===== src/rtl/gray_win_pkg.sv =====
// gray_win_pkg: shared widths and packed-window indexing for the 3x3 window generator.
`default_nettype none

package gray_win_pkg;

  localparam int PIX_W = 8;
  localparam int WIN_W = 72;

  // Bit offset of pixel (i,j) in the packed window; p00 sits at the top, p22 at the bottom.
  function automatic int pix(input int i, input int j);
    return (8 - i * 3 - j) * PIX_W;
  endfunction

endpackage

`default_nettype wire


===== src/rtl/gray_line_buffer.sv =====
// gray_line_buffer: single-port line memory, asynchronous read-before-write at the write address.
`default_nettype none

module gray_line_buffer #(
  parameter int DEPTH  = 28,
  parameter int DATA_W = 8,
  parameter int ADDR_W = $clog2(DEPTH)
) (
  input  logic              clk,
  input  logic              we,
  input  logic [ADDR_W-1:0] addr,
  input  logic [DATA_W-1:0] wdata,
  output logic [DATA_W-1:0] rdata
);

  // No reset so the array maps onto distributed RAM.
  logic [DATA_W-1:0] mem [DEPTH];

  always_ff @(posedge clk) begin
    if (we) mem[addr] <= wdata;
  end

  assign rdata = mem[addr];

endmodule

`default_nettype wire


===== src/rtl/gray_window3x3.sv =====
// gray_window3x3: streams 8-bit gray pixels in raster order and emits every fully
// interior 3x3 neighbourhood, registered, one cycle after its newest pixel.
`default_nettype none

module gray_window3x3
  import gray_win_pkg::*;
#(
  parameter int IMG_WIDTH  = 28,
  parameter int IMG_HEIGHT = 28
) (
  input  logic             I_clk,
  input  logic             I_reset_n,
  input  logic             I_frame_sync,
  input  logic             I_pixel_data_valid,
  input  logic [PIX_W-1:0] I_pixel_data_Gray,
  output logic             O_window_valid,
  output logic [WIN_W-1:0] O_window,
  output logic             O_frame_done
);

  localparam int CW = $clog2(IMG_WIDTH);
  localparam int RW = $clog2(IMG_HEIGHT);
  localparam logic [CW-1:0] COL_LAST = CW'(IMG_WIDTH - 1);
  localparam logic [RW-1:0] ROW_LAST = RW'(IMG_HEIGHT - 1);
  localparam logic [CW-1:0] COL_TWO  = CW'(2);
  localparam logic [RW-1:0] ROW_TWO  = RW'(2);

  logic [CW-1:0]    col_cnt, col_eff;
  logic [RW-1:0]    row_cnt, row_eff;
  logic [PIX_W-1:0] lb0_rd, lb1_rd;
  logic [WIN_W-1:0] win_q, win_base, win_d;
  logic             emit, done_d;

  // A sync pulse makes the current pixel (if any) position (0,0) of a new frame.
  assign col_eff = I_frame_sync ? '0 : col_cnt;
  assign row_eff = I_frame_sync ? '0 : row_cnt;

  gray_line_buffer #(
    .DEPTH (IMG_WIDTH),
    .DATA_W(PIX_W),
    .ADDR_W(CW)
  ) u_lb0 (
    .clk  (I_clk),
    .we   (I_pixel_data_valid),
    .addr (col_eff),
    .wdata(I_pixel_data_Gray),
    .rdata(lb0_rd)
  );

  gray_line_buffer #(
    .DEPTH (IMG_WIDTH),
    .DATA_W(PIX_W),
    .ADDR_W(CW)
  ) u_lb1 (
    .clk  (I_clk),
    .we   (I_pixel_data_valid),
    .addr (col_eff),
    .wdata(lb0_rd),
    .rdata(lb1_rd)
  );

  always_comb begin
    win_base = I_frame_sync ? '0 : win_q;
    win_d    = win_base;
    if (I_pixel_data_valid) begin
      for (int i = 0; i < 3; i++) begin
        win_d[pix(i, 0) +: PIX_W] = win_base[pix(i, 1) +: PIX_W];
        win_d[pix(i, 1) +: PIX_W] = win_base[pix(i, 2) +: PIX_W];
      end
      win_d[pix(0, 2) +: PIX_W] = lb1_rd;
      win_d[pix(1, 2) +: PIX_W] = lb0_rd;
      win_d[pix(2, 2) +: PIX_W] = I_pixel_data_Gray;
    end
  end

  assign emit   = I_pixel_data_valid && (row_eff >= ROW_TWO) && (col_eff >= COL_TWO);
  assign done_d = emit && (row_eff == ROW_LAST) && (col_eff == COL_LAST);

  always_ff @(posedge I_clk or negedge I_reset_n) begin
    if (!I_reset_n) begin
      col_cnt        <= '0;
      row_cnt        <= '0;
      win_q          <= '0;
      O_window_valid <= 1'b0;
      O_window       <= '0;
      O_frame_done   <= 1'b0;
    end else begin
      win_q          <= win_d;
      O_window_valid <= emit;
      O_frame_done   <= done_d;
      if (emit) O_window <= win_d;
      if (I_pixel_data_valid) begin
        if (col_eff == COL_LAST) begin
          col_cnt <= '0;
          row_cnt <= (row_eff == ROW_LAST) ? '0 : row_eff + 1'b1;
        end else begin
          col_cnt <= col_eff + 1'b1;
          row_cnt <= row_eff;
        end
      end else if (I_frame_sync) begin
        col_cnt <= '0;
        row_cnt <= '0;
      end
    end
  end

endmodule

`default_nettype wire

===== config.mk =====
export PLATFORM = sky130hd
export DESIGN_NAME = gray_window3x3
export DESIGN_NICKNAME = d
export VERILOG_FILES = /design/src/rtl/gray_win_pkg.sv /design/src/rtl/gray_line_buffer.sv /design/src/rtl/gray_window3x3.sv
export SDC_FILE = /design/constraint.sdc
export NUM_CORES = 1
export LEC_CHECK = 0
export BUFFER_PORTS_ARGS = -buffer_cell sky130_fd_sc_hd__buf_2
export CORE_AREA = 5 5 198 200
export CTS_BUF_LIST = sky130_fd_sc_hd__clkbuf_8
export DETAILED_ROUTE_END_ITERATION = 6
export DIE_AREA = 0 0 203 205
export PLACE_DENSITY_LB_ADDON = 0.1
export REMOVE_ABC_BUFFERS = 1
export SLEW_MARGIN = 20
export SYNTH_ARGS = -nofsm -noshare
export SYNTH_HDL_FRONTEND = slang
export SYNTH_HIERARCHICAL = 1
export SYNTH_SLANG_ARGS = --single-unit

===== constraint.sdc =====
create_clock -name I_clk -period 7.97 [get_ports I_clk]
set_input_delay 0.3985 -clock I_clk [delete_from_list [all_inputs] [get_ports I_clk]]
set_output_delay 0.3985 -clock I_clk [all_outputs]
set_load 0.01 [all_outputs]

==> metrics.md, run 1 <==
| Metric | Value |
|---|---|
| RSZ-0062 raised after global routing | `no` |
| Final Instance Area | `26400 um2` |
| Maximum buffer depth of the clock tree | `3` |
| Maximum resistive drop on vdd | `0.000168 V` |
| Via count of the first global-routing pass | `12800` |
| Capturing element type of the critical path | `register` |
| Arrival @ worst endpoint | `4.54 ns` |
| Standard cell area after detailed placement | `24600 um2` |
| FMAX | `249 MHz` |
| Clock tree from TritonCTS | `done` |
| Diode count | `0` |
| Global-route wire length before repair | `76400 um` |
| Total Neg Setup Slack | `0 ns` |
| Top post-synthesis cells by area | `sky130_fd_sc_hd__edfxtp_1 57%, sky130_fd_sc_hd__dfrtp_1 16%, sky130_fd_sc_hd__mux4_2 6.5%` |
| Total die area | `41600 um2` |
| Average cell area after synthesis | `17.8 um2` |
| Initial antenna violation count | `1` |
| CTS buffer count | `93` |
| Transition time of the tightest slew-check pin | `1.02 ns` |
| Final-stage net count | `1485` |
| Number of max-capacitance violations reported | `0` |
| Proportion of register bits with asynchronous set or reset after synthesis | `25.8%` |
| Initial DRC count | `1072` |
| Post-DP HPWL | `30000 um` |
| Hold/Removal Path Class | `primary input to register` |
| Clock latency on the worst-skew pair | `0.66 ns` |
| Maximum number of pins on one net before global-route repair | `90` |
| Worst EP required | `8.49 ns` |
| Final-report setup violation count | `0` |
| EDFF count, synth | `448` |
| Vias | `12300` |
| Starting density of the core | `63.8%` |
| Run status | `finished, final reports clean` |
| Leakage Power | `0.00993 uW` |
| Most used flip-flop cell after synthesis | `sky130_fd_sc_hd__edfxtp_1` |
| Proportion of netlist area held by the largest area contributor | `56.7%` |
| Ys Warns | `6` |
| Total clock sinks | `604` |
| Highest net fanout along the worst path | `44` |
| Crit path kind | `register to register` |
| Chip width | `203 um` |
| Clock slew at the register clock pins of the worst setup and hold paths | `0.07 ns` |
| Global route total overflow | `0` |
| Number of instances in the synthesized netlist | `1333` |
| Cell-by-cell trace of the critical path | `nor2b_4 > buf_4 > mux4_2 > nor2b_1 > o21ai_1 > or3_1 > a22o_1 > mux2_1` |
| Yosys cell types | `54` |
| Final hold viol count | `0` |
| Drt first pass iters | `6` |
| Core area | `37200 um2` |
| Power density normalized to cell area | `243 nW/um2` |
| Number of primary I/O pins | `86` |
| Peak per-stage delay on the critical path | `0.72 ns` |
| Sequential fraction of the synthesis area | `73.1%` |
| Routed wire length | `49100 um` |
| Htree depth | `3` |
| Total of buffers placed on input and output ports | `85` |
| Resized Gates After CTS | `0` |
| DRC violations left | `0` |
| Slowest cell on the critical path | `sky130_fd_sc_hd__or3_1` |
| Cell taking the most area after synthesis | `sky130_fd_sc_hd__edfxtp_1` |
| Relative slew slack | `31.8%` |
| Tmin final | `4.02 ns` |
| Count leader, synth | `sky130_fd_sc_hd__edfxtp_1` |
| RePlAce Congestion | `0.790` |
| Routed Antenna Nets | `0` |
| Share of final-layout standard cells stronger than drive strength 1 | `22.3%` |
| Clock root cell | `sky130_fd_sc_hd__clkbuf_8` |
| Register bit total from synthesis | `604` |
| Leading cell types by count after synthesis | `448 x sky130_fd_sc_hd__edfxtp_1, 156 x sky130_fd_sc_hd__dfrtp_1, 137 x sky130_fd_sc_hd__mux2i_1` |
| Kind of launch point of the worst setup path | `register` |
| Vertical extent of the die | `205 um` |
| Share of the clock period used by the worst path | `50.5%` |
| Per-cell via count in the routed design | `6.11` |
| Overall global routing resource usage | `24.3%` |
| Layout overhead on the synthesized area | `11.1%` |
| Number of max-slew violations in the final report | `0` |
| Wire length per cell after detailed routing | `24.3 um` |
| Max Clock Skew | `0.0290 ns` |
| Area of the mapped netlist | `23700 um2` |
| Row cnt | `71` |
## sequential cells by signal, summed over array words and instances (netlist names)
register,cells
col_cnt,5
u_lb0/mem,224
u_lb1/mem,224
O_frame_done,1
O_window,72
row_cnt,5
O_window_valid,1
win_q,72
## metrics by stage
step	setup WS [ns]	instances	hold slack [ns]	utilization, %	total power, uW
final	3.95	2019	0.235	70.9	6410
after floorplan	-4.99	1254	0.103	-	3870
after global placement	3.81	1849	0.471	66.0	3990
after global routing	3.73	2019	0.217	70.9	6670
after CTS	3.90	2019	0.174	70.9	6470
after detailed placement	3.71	1849	0.475	66.0	4000
## worst paths after layout
kind                               from           end  slack [ns]  cells after the start
max                          col_cnt[1]  O_window[31]        3.95                      8
min                        I_frame_sync    col_cnt[4]        0.23                      2
max reg2reg                  col_cnt[1]  O_window[31]        3.95                      8
min reg2reg                O_window[70]  O_window[70]        0.49                      1
max in group asynchronous     I_reset_n     win_q[36]        6.20                      3
min in group asynchronous     I_reset_n     win_q[59]        0.38                      2
## cells by family (layout without fill, tap and decap cells)
group | count (synthesis) | in the layout | share of synthesized area [%]
multiplexers | 281 | 281 | 15.8
buffers and inverters | 88 | 300 | 2.33
XOR/XNOR | 3 | 3 | 0.111
AND/OR/NAND/NOR | 253 | 253 | 5.29
flip-flops | 604 | 604 | 73.1
adder cells (fa/ha/maj) | 2 | 2 | 0.105
AO/OA/AOI/OAI | 102 | 102 | 3.23
## per-layer routing
layer	track usage, %	up-vias	wire [um]
li1	-	5488	-
met1	34.8	6368	20300
met2	38.8	399	24700
met3	4.43	81	3040
met4	7.76	2	1120
met5	0	-	7
## cells in the final DEF (no fill, tap or decap), types with 11 or more instances in the layout
cell type,n
sky130_fd_sc_hd__a221oi_1,12
sky130_fd_sc_hd__nand2_1,47
sky130_fd_sc_hd__inv_1,40
sky130_fd_sc_hd__nor3_1,20
sky130_fd_sc_hd__dfrtp_1,156
sky130_fd_sc_hd__clkbuf_8,100
sky130_fd_sc_hd__buf_2,83
sky130_fd_sc_hd__nand4_1,26
sky130_fd_sc_hd__a22oi_1,24
sky130_fd_sc_hd__buf_4,37
sky130_fd_sc_hd__o21ai_1,19
sky130_fd_sc_hd__clkinv_2,11
sky130_fd_sc_hd__mux2i_1,137
sky130_fd_sc_hd__nor2b_1,13
sky130_fd_sc_hd__mux4_2,68
sky130_fd_sc_hd__clkinv_1,14
sky130_fd_sc_hd__edfxtp_1,448
sky130_fd_sc_hd__mux2_2,18
sky130_fd_sc_hd__mux2_1,58
sky130_fd_sc_hd__a22o_1,24
sky130_fd_sc_hd__nor2_1,94
## report_power, final
part / switching (uW) / internal [uW]
Sequential: 24.2 / 3480
Clock: 1160 / 1320
Combinational: 276 / 150
Total: 1460 / 4950
## critical path, delay by kind of cell, from the launching register on
kind	cells	cell delay [ns]
AOI/OAI and AO/OA	2	0.48
buffers and inverters	1	0.68
DFF	1	0.43
muxes	2	0.89
and+or+nand+nor	3	1.39
## timing repair
item | 4_1_cts | 5_1_grt
hold endpoints to repair | 88 | 0
hold buffers | 1 | 0
setup buffers | 0 | 0
## final cells by class
| cell class | instances | area, um2 |
|---|---|---|
| multi-input combinational | 641 | 5880 |
| clock buffer | 100 | 1380 |
| inverter | 9 | 36.3 |
| tap | 474 | 593 |
| sequential | 604 | 17400 |
| timing repair buffer | 122 | 714 |
| fill | 2397 | 10800 |
| clock inverter | 69 | 430 |
No activity file was read; power rests on OpenSTA's default activity.
==> run 2, diff against run 1 <==
ABC_AREA = 1   (was unset)
CORE_AREA = 5 5 205 207   (was 5 5 198 200)
DIE_AREA = 0 0 210 212   (was 0 0 203 205)
clock period = 4 ns   (was 7.97 ns; I/O delays follow)
==> metrics.md, run 2 <==
| Metric | Value |
|---|---|
| Max Clock Skew | `0.0232 ns` |
| Clock latency on the worst-skew pair | `0.66 ns` |
| Leading cell types by count after synthesis | `1366 x sky130_fd_sc_hd__nand2_1, 448 x sky130_fd_sc_hd__edfxtp_1, 167 x sky130_fd_sc_hd__nand3_1` |
| Critical path launch point | `col_cnt[0]` |
| Maximum buffer depth of the clock tree | `3` |
| Chip width | `210 um` |
| Clock root cell | `sky130_fd_sc_hd__clkbuf_8` |
| Number of inserted filler cells in the final layout | `3090` |
| Core area | `40200 um2` |
| Top post-synthesis cells by area | `sky130_fd_sc_hd__edfxtp_1 53%, sky130_fd_sc_hd__nand2_1 20%, sky130_fd_sc_hd__dfrtp_1 15%` |
| Area of the mapped netlist | `25200 um2` |
| Diode count | `0` |
| Routed wire length | `56800 um` |
| Highest net fanout along the worst path | `92` |
| Final-report setup violation count | `0` |
| Hold/Removal Path Class | `primary input to register` |
| Drt first pass iters | `5` |
| Most used flip-flop cell after synthesis | `sky130_fd_sc_hd__edfxtp_1` |
| End of the critical path | `u_lb1/mem[21][1]` |
| Reg-to-reg startpoint | `col_cnt[0]` |
| Hold_ws | `0.109 ns` |
| Area taken by multi-input logic gates | `7020 um2` |
| Via count of the first global-routing pass | `17400` |
| Total die area | `44500 um2` |
| Capturing element type of the critical path | `register` |
| Global-route wire length before repair | `91000 um` |
| Final hold viol count | `0` |
| Arrival @ worst endpoint | `3.32 ns` |
| Register bit total from synthesis | `604` |
| Proportion of register bits with asynchronous set or reset after synthesis | `25.8%` |
| Filler-free cell count of the finished design | `3240` |
| CTS buffer count | `95` |
| Register cell area after layout | `17400 um2` |
| Bufs and invs on worst path | `2` |
| Cell taking the most area after synthesis | `sky130_fd_sc_hd__edfxtp_1` |
| RePlAce Congestion | `0.910` |
| Reg-to-reg slack, setup | `0.97 ns` |
| Global route total overflow | `0` |
| Slack of the critical path | `0.969 ns` |
| Most common cell after layout, fill and taps aside | `sky130_fd_sc_hd__nand2_1` |
| Kind of launch point of the worst setup path | `register` |
| Share of final-layout standard cells stronger than drive strength 1 | `10.3%` |
| Average cell area after synthesis | `9.97 um2` |
| R2r endpoint | `u_lb1/mem[21][1]` |
| Number of primary I/O pins | `86` |
| Total Neg Setup Slack | `0 ns` |
| Post-DP HPWL | `34300 um` |
| Tmin final | `3.03 ns` |
| Starting density of the core | `62.7%` |
| Share of the clock period used by the worst path | `75.8%` |
| Per-cell via count in the routed design | `5.41` |
| Transition time of the tightest slew-check pin | `1.02 ns` |
| Number of max-capacitance violations reported | `0` |
| Worst EP required | `4.29 ns` |
| Crit path kind | `register to register` |
| Relative slew slack | `31.8%` |
| Row cnt | `74` |
| Post-place setup slack | `0.972 ns` |
| Sequential fraction of the synthesis area | `68.9%` |
| Peak per-stage delay on the critical path | `0.78 ns` |
| Resized Gates After CTS | `0` |
| Category of cells accounting for the largest share of critical-path delay | `simple AND/OR/NAND/NOR gates` |
| Commonest cells after routing, fill and taps aside | `1366 x sky130_fd_sc_hd__nand2_1, 448 x sky130_fd_sc_hd__edfxtp_1, 167 x sky130_fd_sc_hd__nand3_1` |
| Clock tree from TritonCTS | `done` |
| Power density normalized to cell area | `462 nW/um2` |
| Largest registers | `u_lb0/mem: 224 flops, u_lb1/mem: 224 flops` |
| Proportion of netlist area held by the largest area contributor | `53.4%` |
| Total of buffers placed on input and output ports | `85` |
| Hold path startpoint | `I_pixel_data_Gray[5]` |
| # Post-CTS Setup Buffers | `0` |
| Htree depth | `3` |
| EDFF count, synth | `448` |
| Clock slew at the register clock pins of the worst setup and hold paths | `0.06 ns` |
| Wire length per cell after detailed routing | `17.5 um` |
| Util after Layout | `69.2%` |
| Vertical extent of the die | `212 um` |
| R2r worst-path depth | `5` |
| Maximum number of pins on one net before global-route repair | `104` |
| FMAX | `330 MHz` |
| CP Depth | `5` |
| Cell-by-cell trace of the critical path | `inv_1 > nor2_4 > buf_4 > nand3_1 > nor2_1` |
| Overall global routing resource usage | `25.8%` |
| Count of placed standard cells including taps | `3066` |
| RSZ-0062 raised after global routing | `no` |
| Initial DRC count | `1575` |
| Total clock sinks | `604` |
| Initial antenna violation count | `0` |
| Ys Warns | `6` |
| Maximum resistive drop on vdd | `0.000416 V` |
| # hold bufs at CTS | `2` |
| Count leader, synth | `sky130_fd_sc_hd__nand2_1` |
| Slowest cell on the critical path | `sky130_fd_sc_hd__buf_4` |
| Leakage Power | `0.0126 uW` |
| Number of max-slew violations in the final report | `0` |
| DRC violations left | `0` |
| Layout overhead on the synthesized area | `10.4%` |
| Run status | `finished, final reports clean` |
| Number of instances in the synthesized netlist | `2527` |
| Routed Antenna Nets | `0` |
| Yosys cell types | `27` |
| Final-stage net count | `2647` |
| Vias | `17500` |
[run 2: cell types whose count changed after synthesis, moves of 41 or more]
cell                      change
sky130_fd_sc_hd__o21ai_0     +52
sky130_fd_sc_hd__mux2_1      -58
sky130_fd_sc_hd__mux2i_1    -137
sky130_fd_sc_hd__nor2_1      +41
sky130_fd_sc_hd__nand3_1    +162
sky130_fd_sc_hd__nand2_1   +1319
sky130_fd_sc_hd__mux4_2      -68
[run 2: per-layer routing]
layer	vias to the layer above	global-route usage (%)	routed length, um
li1	8440	-	-
met1	8366	34.8	23500
met2	580	43.5	28300
met3	129	4.29	3400
met4	0	8.33	1520
met5	-	0	0
[run 2: worst min-delay path by stage]
stage                                   to  slack, ns  depth (start not counted)
final                     u_lb0/mem[22][5]       0.11                          1
after global routing      u_lb0/mem[22][7]       0.09                          1
after CTS                 u_lb0/mem[22][5]       0.08                          1
after detailed placement    O_window_valid       0.32                          1
after global placement      O_window_valid       0.31                          1
after floorplan               O_frame_done       -0.1                          0
[run 2: per-stage QoR]
step | cell area (um2) | total power, uW
6_report | 27800 | 12800
5_1_grt | 27800 | 13400
4_1_cts | 27800 | 12900
3_5_place_dp | 26100 | 8290
3_3_place_gp | 26100 | 8270
2_1_floorplan | 24500 | 7840
[run 2: cells by family (layout without fill, tap and decap cells)]
group | Yosys count | after routing | share of synthesized area, %
AOI/OAI and AO/OA | 60 | 60 | 1.27
xor gates and xnor gates | 1 | 1 | 0.0348
adders and majority gates | 2 | 2 | 0.0993
buffers and inverters | 168 | 349 | 3.28
DFF | 604 | 604 | 68.9
and+or+nand+nor | 1692 | 1692 | 26.4
[run 2: final cells by class]
type,instances,share of cell area [%]
clock inverters,71,1.16
repair buffers,133,3.18
inverters,44,0.603
well taps,532,2.39
multi-input cells,1755,25.2
clock buffers,101,5.00
flip-flops and latches,604,62.4
[run 2: power breakdown]
group	switching, uW	leakage [uW]	internal [uW]
Sequential	38.5	0.00618	6950
Combinational	904	0.00538	268
Clock	2290	0.00101	2390
Total	3230	0.0126	9610
==> run 3, diff against run 2 <==
clock period = 3.05 ns   (was 4 ns; I/O delays follow)
==> metrics.md, run 3 (synthesized netlist as in run 2, its figures left out) <==
| Metric | Value |
|---|---|
| Run status | `finished, final reports clean` |
| Total of buffers placed on input and output ports | `85` |
| Global route total overflow | `0` |
| RePlAce Congestion | `0.892` |
| Largest registers | `u_lb0/mem: 224 flops, u_lb1/mem: 224 flops` |
| RSZ-0062 raised after global routing | `no` |
| Row cnt | `74` |
| Chip width | `210 um` |
| Number of max-capacitance violations reported | `0` |
| Drt first pass iters | `6` |
| Filler-free cell count of the finished design | `3275` |
| Overall power consumption | `16900 uW` |
| Core area | `40200 um2` |
| R2r endpoint | `u_lb0/mem[23][1]` |
| Number of primary I/O pins | `86` |
| Maximum number of pins on one net before global-route repair | `139` |
| Maximum resistive drop on vdd | `0.000621 V` |
| Tmin final | `2.78 ns` |
| Global-route wire length before repair | `92500 um` |
| Transition time of the tightest slew-check pin | `1.06 ns` |
| Util after Layout | `69.8%` |
| Via count of the first global-routing pass | `17700` |
| Initial antenna violation count | `0` |
| Routed wire length | `58000 um` |
| Worst EP required | `3.33 ns` |
| FMAX | `360 MHz` |
| Commonest cells after routing, fill and taps aside | `1366 x sky130_fd_sc_hd__nand2_1, 448 x sky130_fd_sc_hd__edfxtp_1, 167 x sky130_fd_sc_hd__nand3_1` |
| Diode count | `0` |
| Max Clock Skew | `0.0298 ns` |
| Overall global routing resource usage | `26.2%` |
| Count of placed standard cells including taps | `3100` |
| Share of the clock period used by the worst path | `91.0%` |
| Clock slew at the register clock pins of the worst setup and hold paths | `0.07 ns` |
| Leakage Power | `0.0128 uW` |
| Final hold viol count | `0` |
| Relative slew slack | `29.4%` |
| Maximum buffer depth of the clock tree | `3` |
| Starting density of the core | `62.7%` |
| Total clock sinks | `604` |
| Per-cell via count in the routed design | `5.46` |
| Capturing element type of the critical path | `register` |
| Crit path kind | `register to register` |
| Highest net fanout along the worst path | `138` |
| Final-report setup violation count | `0` |
| Hold Path Cell Cnt | `1` |
| Clock latency on the worst-skew pair | `0.66 ns` |
| Hold path startpoint | `I_pixel_data_Gray[5]` |
| Final-stage net count | `2682` |
| Routed Antenna Nets | `0` |
| Reg-to-reg startpoint | `col_cnt[0]` |
| End point of the worst hold path | `u_lb0/mem[2][5]` |
| Power density normalized to cell area | `601 nW/um2` |
| Hold/Removal Path Class | `primary input to register` |
| CTS buffer count | `93` |
| Initial DRC count | `1593` |
| Share of final-layout standard cells stronger than drive strength 1 | `11.3%` |
| Post-DP HPWL | `34600 um` |
| DRC violations left | `0` |
| Wire length per cell after detailed routing | `17.7 um` |
| Reg-to-reg slack, setup | `0.27 ns` |
| Htree depth | `3` |
| Kind of launch point of the worst setup path | `register` |
| Resized Gates After CTS | `0` |
| Clock tree from TritonCTS | `done` |
| Arrival @ worst endpoint | `3.05 ns` |
| Number of max-slew violations in the final report | `0` |
| Most common cell after layout, fill and taps aside | `sky130_fd_sc_hd__nand2_1` |
| R2r worst-path depth | `7` |
| Total die area | `44500 um2` |
| Vias | `17900` |
| Clock root cell | `sky130_fd_sc_hd__clkbuf_8` |
| Vertical extent of the die | `212 um` |
| Layout overhead on the synthesized area | `11.3%` |
-- run 3: cell count changes in the layout (fill, tap and decap cells not counted) --
cell                            change
sky130_fd_sc_hd__inv_1             +11
sky130_fd_sc_hd__buf_4             +37
sky130_fd_sc_hd__buf_12             -2
sky130_fd_sc_hd__clkinv_2           -3
sky130_fd_sc_hd__clkinv_1          -10
sky130_fd_sc_hd__dlygate4sd3_1      +2
-- run 3: what timing repair did --
item | 4_1_cts | 5_1_grt
buffers inserted | 0 | 0
hold buffers | 5 | 0
endpoints found under the hold margin | 162 | 0
-- run 3: power by group --
| group | switching, uW | leakage (uW) | internal [uW] | total (uW) |
|---|---|---|---|---|
| Sequential | 50.3 | 0.00618 | 9120 | 9170 |
| Combinational | 1180 | 0.00556 | 366 | 1550 |
| Clock | 3020 | 0.00104 | 3120 | 6140 |
-- run 3: cell type report --
| type | count | area [um2] |
|---|---|---|
| fillers | 3038 | 12100 |
| flip-flops and latches | 604 | 17400 |
| repair buffers | 170 | 1140 |
| clock inverters | 69 | 312 |
| inverters | 44 | 168 |
| clock buffers | 101 | 1390 |
| multi-input cells | 1755 | 7020 |
| well taps | 532 | 666 |
-- run 3: worst max path at each step --
stage                     slack, ns  cells after the start                to  startpoint
after floorplan               -8.74                     15      O_window[24]  col_cnt[0]
after global placement         0.42                      6   u_lb1/mem[6][7]  col_cnt[0]
after detailed placement       0.35                      7  u_lb0/mem[23][3]  col_cnt[0]
after CTS                      0.34                      7  u_lb0/mem[23][1]  col_cnt[0]
after global routing           0.07                      7  u_lb0/mem[23][1]  col_cnt[0]
final                          0.27                      7  u_lb0/mem[23][1]  col_cnt[0]
-- run 3: critical path, cell delays in order, from the launching register on --
cell and delay (ns):
sky130_fd_sc_hd__dfrtp_1 0.34, sky130_fd_sc_hd__inv_1 0.07, sky130_fd_sc_hd__nor2_4 0.18, sky130_fd_sc_hd__buf_12 0.46
sky130_fd_sc_hd__nand2_1 0.13, sky130_fd_sc_hd__inv_2 0.16, sky130_fd_sc_hd__nand2_1 0.29, sky130_fd_sc_hd__nor2_1 0.64
-- run 3: metrics by stage --
stage	setup slack [ns]	hold slack (ns)	area [um2]	TNS [ns]
2_1_floorplan	-8.74	-0.143	24500	-5284.09
3_3_place_gp	0.419	0.0995	26300	0
6_report	0.274	0.0646	28100	0
4_1_cts	0.339	0.0340	28100	0
3_5_place_dp	0.355	0.102	26300	0
5_1_grt	0.0745	0.0548	28100	0
-- run 3: routing by layer --
layer	GRT usage, %	vias to the layer above	share of wire, %
li1	-	8507	-
met1	35.5	8591	41
met2	44.1	649	50
met3	3.70	132	6.5
met4	9.41	0	2.9
met5	0	-	0
